File: src/rtl/pipe_ctrl_pkg.sv
// Shared encodings for the pipeline control unit: FSM states, stall masks,
// the eret exception code and the default exception entry address.
package pipe_ctrl_pkg;

  typedef enum logic [1:0] {
    ST_RUN   = 2'd0,
    ST_STALL = 2'd1,
    ST_FLUSH = 2'd2,
    ST_HALT  = 2'd3
  } state_e;

  localparam logic [5:0]  STALL_NONE = 6'b000000;
  localparam logic [5:0]  STALL_ID   = 6'b000111;
  localparam logic [5:0]  STALL_EX   = 6'b001111;
  localparam logic [5:0]  STALL_MEM  = 6'b011111;
  localparam logic [5:0]  STALL_ALL  = 6'b111111;

  localparam logic [31:0] EXC_ERET           = 32'h0000_000e;
  localparam logic [31:0] EXC_VECTOR_DEFAULT = 32'h0000_0040;

  // The deepest requesting stage wins, since it also freezes every stage above it.
  function automatic logic [5:0] stall_mask(input logic id, input logic ex, input logic mem);
    if (mem)     return STALL_MEM;
    else if (ex) return STALL_EX;
    else if (id) return STALL_ID;
    else         return STALL_NONE;
  endfunction

endpackage

File: src/rtl/pipe_ctrl_perf.sv
// Saturating performance counters: cycles spent stalled and number of flush pulses.
module pipe_ctrl_perf (
  input  logic        clk,
  input  logic        rst,
  input  logic        stall_any_i,
  input  logic        flush_i,
  output logic [31:0] perf_stall_cycles_o,
  output logic [15:0] perf_flush_count_o
);

  logic [31:0] stall_cycles_q, stall_cycles_d;
  logic [15:0] flush_count_q, flush_count_d;

  always_comb begin
    stall_cycles_d = stall_cycles_q;
    flush_count_d  = flush_count_q;
    if (stall_any_i && (stall_cycles_q != '1)) stall_cycles_d = stall_cycles_q + 32'd1;
    if (flush_i && (flush_count_q != '1))      flush_count_d  = flush_count_q + 16'd1;
  end

  always_ff @(posedge clk) begin
    if (!rst) begin
      stall_cycles_q <= '0;
      flush_count_q  <= '0;
    end else begin
      stall_cycles_q <= stall_cycles_d;
      flush_count_q  <= flush_count_d;
    end
  end

  assign perf_stall_cycles_o = stall_cycles_q;
  assign perf_flush_count_o  = flush_count_q;

endmodule

File: src/rtl/pipe_ctrl.sv
// Pipeline control unit: merges stage stall requests, MEM exceptions, debug halt
// and a stall watchdog into stall/flush/new_pc. Optional counters: PIPE_CTRL_PERF_EN.
//
// state | meaning
// RUN   | pipeline flowing; requests evaluated by priority
// STALL | at least one stage held last cycle; watchdog counting
// FLUSH | one-cycle bubble after a redirect; all requests ignored
// HALT  | debug freeze; everything held until resume
module pipe_ctrl
  import pipe_ctrl_pkg::*;
#(
  parameter logic [31:0] EXC_VECTOR    = EXC_VECTOR_DEFAULT,
  parameter int          STALL_TIMEOUT = 1024
) (
  input  logic        clk,
  input  logic        rst,
  input  logic        stallreq_id_i,
  input  logic        stallreq_ex_i,
  input  logic        stallreq_mem_i,
  input  logic [31:0] excepttype_i,
  input  logic [31:0] cp0_epc_i,
  input  logic        halt_req_i,
  input  logic        resume_i,
  output logic [5:0]  stall,
  output logic        flush,
  output logic [31:0] new_pc,
  output logic        halted_o,
`ifdef PIPE_CTRL_PERF_EN
  output logic [31:0] perf_stall_cycles_o,
  output logic [15:0] perf_flush_count_o,
`endif
  output logic        timeout_o
);

  localparam logic [15:0] WD_LAST = 16'(STALL_TIMEOUT - 1);

  state_e      state_q, state_d;
  logic [15:0] stall_cnt_q, stall_cnt_d;

  logic active, any_req, exc_hit, wd_hit, halt_hit;

  assign active   = (state_q == ST_RUN) || (state_q == ST_STALL);
  assign any_req  = stallreq_id_i | stallreq_ex_i | stallreq_mem_i;
  assign exc_hit  = active && (excepttype_i != 32'd0);
  assign wd_hit   = (state_q == ST_STALL) && any_req && (stall_cnt_q == WD_LAST);
  assign halt_hit = active && halt_req_i;

  always_ff @(posedge clk) begin
    if (!rst) begin
      state_q     <= ST_RUN;
      stall_cnt_q <= '0;
    end else begin
      state_q     <= state_d;
      stall_cnt_q <= stall_cnt_d;
    end
  end

  always_comb begin
    state_d = state_q;
    case (state_q)
      ST_RUN, ST_STALL: begin
        if (exc_hit || wd_hit) state_d = ST_FLUSH;
        else if (halt_hit)     state_d = ST_HALT;
        else if (any_req)      state_d = ST_STALL;
        else                   state_d = ST_RUN;
      end
      ST_FLUSH: state_d = ST_RUN;
      ST_HALT:  state_d = resume_i ? ST_RUN : ST_HALT;
      default:  state_d = ST_RUN;
    endcase
  end

  // Count only consecutive STALL cycles, so the first STALL cycle sees 0.
  always_comb begin
    stall_cnt_d = '0;
    if ((state_q == ST_STALL) && (state_d == ST_STALL)) stall_cnt_d = stall_cnt_q + 16'd1;
  end

  always_comb begin
    stall     = STALL_NONE;
    flush     = 1'b0;
    new_pc    = 32'd0;
    halted_o  = 1'b0;
    timeout_o = 1'b0;
    case (state_q)
      ST_RUN, ST_STALL: begin
        if (exc_hit) begin
          flush  = 1'b1;
          new_pc = (excepttype_i == EXC_ERET) ? cp0_epc_i : EXC_VECTOR;
        end else if (wd_hit) begin
          flush     = 1'b1;
          new_pc    = EXC_VECTOR;
          timeout_o = 1'b1;
        end else if (!halt_hit) begin
          stall = stall_mask(stallreq_id_i, stallreq_ex_i, stallreq_mem_i);
        end
      end
      ST_HALT: begin
        stall    = STALL_ALL;
        halted_o = 1'b1;
      end
      default: ;
    endcase
    // Hold everything quiet while reset is asserted.
    if (!rst) begin
      stall     = STALL_NONE;
      flush     = 1'b0;
      new_pc    = 32'd0;
      halted_o  = 1'b0;
      timeout_o = 1'b0;
    end
  end

`ifdef PIPE_CTRL_PERF_EN
  pipe_ctrl_perf u_perf (
    .clk                 (clk),
    .rst                 (rst),
    .stall_any_i         (stall != STALL_NONE),
    .flush_i             (flush),
    .perf_stall_cycles_o (perf_stall_cycles_o),
    .perf_flush_count_o  (perf_flush_count_o)
  );
`endif

endmodule

File: config.mk
export PLATFORM = sky130hd
export DESIGN_NAME = pipe_ctrl
export DESIGN_NICKNAME = d
export VERILOG_FILES = /design/src/rtl/pipe_ctrl_pkg.sv /design/src/rtl/pipe_ctrl_perf.sv /design/src/rtl/pipe_ctrl.sv
export SDC_FILE = /design/constraint.sdc
export NUM_CORES = 1
export LEC_CHECK = 0
export ABC_AREA = 0
export CORE_UTILIZATION = 34
export DETAILED_ROUTE_END_ITERATION = 7
export PLACE_DENSITY = 0.95
export REMOVE_ABC_BUFFERS = 1
export SLEW_MARGIN = 20
export SYNTH_ARGS = -nofsm -noshare
export SYNTH_HDL_FRONTEND = slang
export SYNTH_SLANG_ARGS = --single-unit
File: constraint.sdc
create_clock -name clk -period 3.79 [get_ports clk]
set_input_delay 0.379 -clock clk [delete_from_list [all_inputs] [get_ports clk]]
set_output_delay 0.379 -clock clk [all_outputs]
set_load 0.01 [all_outputs]
==> impl_metrics.ini <==
[clock_network]
clock_sinks = 18
htreeDepth = 1
cts_hold_buf = 0
path_clk_slew_ns = 0.06
post_cts_buffers = 0
cts-root-buf = clkbuf_8
clock_path_buffers = 2
cts_tree = done
clk_latency_ns = 0.25
numCtsBuffers = 3
post_cts_resized = 0

[sta]
hold_viol_final = 0
rsz0062_at_grt = false
finalSetupViolCount = 0
period_needed_ns = 3.21
max_freq_mhz = 312
relSlewSlack = 0.562
clock_skew_ns = 0.00307
slew_violations = 0
fin_crit_sh = 0.846
setup_tns_ns = 0
worst_pin_slew_ns = 0.658

[synthesis]
synth.most_common_cell = and2_1
yosysSeqAreaShare = 0.278
yosysWarnings = 0
synth_area_um2 = 1290
async_flop_share = 0
synthTopCellsByArea = dfxtp_1 28%, and2_1 15%, nor4_1 13%, xnor2_1 6.8%, nand3_1 3.9%
synth_top_area_frac = 0.278
syn_inst = 170
ys.flop_type = dfxtp_1
synth_top_cell_by_area = dfxtp_1
ys_seq_elements = 18
synth_top_cells_by_count = 31 x and2_1, 26 x nor4_1, 18 x dfxtp_1
avgSynthCellArea_um2 = 7.62
synth-edff-count = 0
ys_types = 33

[floorplanning]
dieArea_um2 = 4060
io_pins = 112
row_count = 22
fp.dieW_um = 63.7
initial_utilization = 0.354
fp.dieH_um = 63.7
core_area_um2 = 3660

[final_layout]
fillers = 306
areaGrowthSynthToFinish_pct = 90.7
nets = 348
fin_cells = 322
drive_gt1_frac = 0.0328
antenna_cells = 0
final_core_util = 0.675

[power_and_ir_drop]
vdd_drop_max_mv = 0.104
p_switching_mw = 0.0849
seqPwrFrac = 0.460
p_comb_frac = 0.225
powerDensity_nw_per_um2 = 168
power.internal_mw = 0.330
leakage_nw = 0.802
p_clk_frac = 0.314
swShare = 0.205

[critical_path]
cp_max_fo = 6
cpPeakStageDelay_ns = 0.57
cp_slowest_cell = clkdlybuf4s50_1
endpoint_kind = primary output
critPathLaunch = stall_cnt_q[10]$_SDFF_PN0_
start_kind = register
critical_path_class = reg -> out
cp.arrival_ns = 2.83
cp.required_ns = 3.41
crit_path_cell_trace = or4b_1 -> or4_4 -> or2_0 -> a211oi_2 -> clkdlybuf4s50_1
r2r_start = stall_cnt_q[10]$_SDFF_PN0_

[run_status]
status = completed

[placement]
dp.cells = 319
portBuffers = 111
place.gp.congestion = 0.793
hpwl_um = 4020

[detailed_routing]
routed_wl_um = 4770
num_vias = 1702
wire_per_inst_um = 14.8
dr.pass1.iters = 4
post-route-drc-count = 0
drt_iter0_markers = 84
vias_per_cell = 5.29
final_antenna_net_count = 0

[hold_path]
hold_path.class = reg -> reg
hold_path.startpoint = stall_cnt_q[0]$_SDFF_PN0_

[flow_run]
maxCapViolCount = 0

[grt]
grt_pass1_wl_um = 7550
grt_overflow = 0
antenna_found_initial = 0
grt_pass1_vias = 1740
grt_start_max_net_pins = 32
grt_use_total = 0.234
-- registers in the layout, summed over array words and instances, names as in the netlist --
signal and count:
state_q 2, stall_cnt_q 16
-- area by class of cell --
cell class,instances,area [um2],share of cell area
Sequential cell,18,360,0.146
Inverter,5,18.8,0.00760
Tap cell,48,60.1,0.0243
Timing Repair Buffer,113,1130,0.456
Clock buffer,3,41.3,0.0167
Multi-Input combinational cell,135,863,0.350
-- cell usage in the layout (no fill, tap or decap), types with 2 or more instances in the layout --
cell,synthesis,routed
and4_1,3,3
nor2_1,7,7
and2_1,31,31
clkbuf_8,0,3
nor3_1,9,9
nand3_1,10,10
xor2_1,2,2
nand2_1,8,8
nand4_1,3,3
buf_4,3,2
or3_1,5,5
a31o_1,2,2
o21ai_0,3,3
a2111oi_0,2,2
inv_1,5,5
clkdlybuf4s50_1,0,111
xnor2_1,10,10
dfxtp_1,18,18
nor4_1,26,25
-- layer usage --
metal / part of all wire / vias up / GRT usage
li1: - / 830 / -
met1: 0.38 / 766 / 0.244
met2: 0.52 / 87 / 0.443
met3: 0.061 / 19 / 0.0362
met4: 0.040 / 0 / 0.119
met5: 0 / - / 0
-- power by group through the flow --
| stage | registers, mW | clock network, mW | logic, mW |
|---|---|---|---|
| 5_1_grt | 0.191 | 0.136 | 0.0991 |
| 2_1_floorplan | 0.195 | 0 | 0.0118 |
| 4_1_cts | 0.191 | 0.132 | 0.0937 |
| 3_3_place_gp | 0.195 | 0 | 0.0910 |
| 3_5_place_dp | 0.195 | 0 | 0.0932 |
| 6_report | 0.191 | 0.131 | 0.0936 |
-- per-stage QoR --
step	setup WS (ns)	cell area, um2	hold WS (ns)	power, mW
floorplan	0.753	1240	0.479	0.207
detailed placement	0.688	2430	0.508	0.288
global placement	0.770	2430	0.502	0.286
global route	0.508	2470	0.546	0.426
CTS	0.594	2470	0.517	0.417
finish	0.584	2470	0.513	0.415
-- kinds of logic after synthesis --
group | after synthesis | synth area share
XOR/XNOR | 12 | 0.0812
AND/OR/NAND/NOR | 109 | 0.495
AO/OA/AOI/OAI | 13 | 0.0763
buffers and inverters | 17 | 0.0599
adder cells (fa/ha/maj) | 1 | 0.00966
flip-flops | 18 | 0.278
-- worst paths after layout --
path / to / slack, ns / cells past startpoint
hold / removal: stall_cnt_q[0]$_SDFF_PN0_ / 0.51 / 1
hold reg to reg: stall_cnt_q[0]$_SDFF_PN0_ / 0.51 / 1
setup reg to reg: stall_cnt_q[5]$_SDFF_PN0_ / 1.51 / 4
setup / recovery: new_pc[6] / 0.58 / 5
-- worst max-delay path, delay by kind of cell (launching register included) --
family / cells / cell delay [ns]
and+or+nand+nor: 3 / 1.40
AOI/OAI and AO/OA: 1 / 0.25
buffers and inverters: 1 / 0.57
DFF: 1 / 0.35
Power figures use the tool's default switching activity.
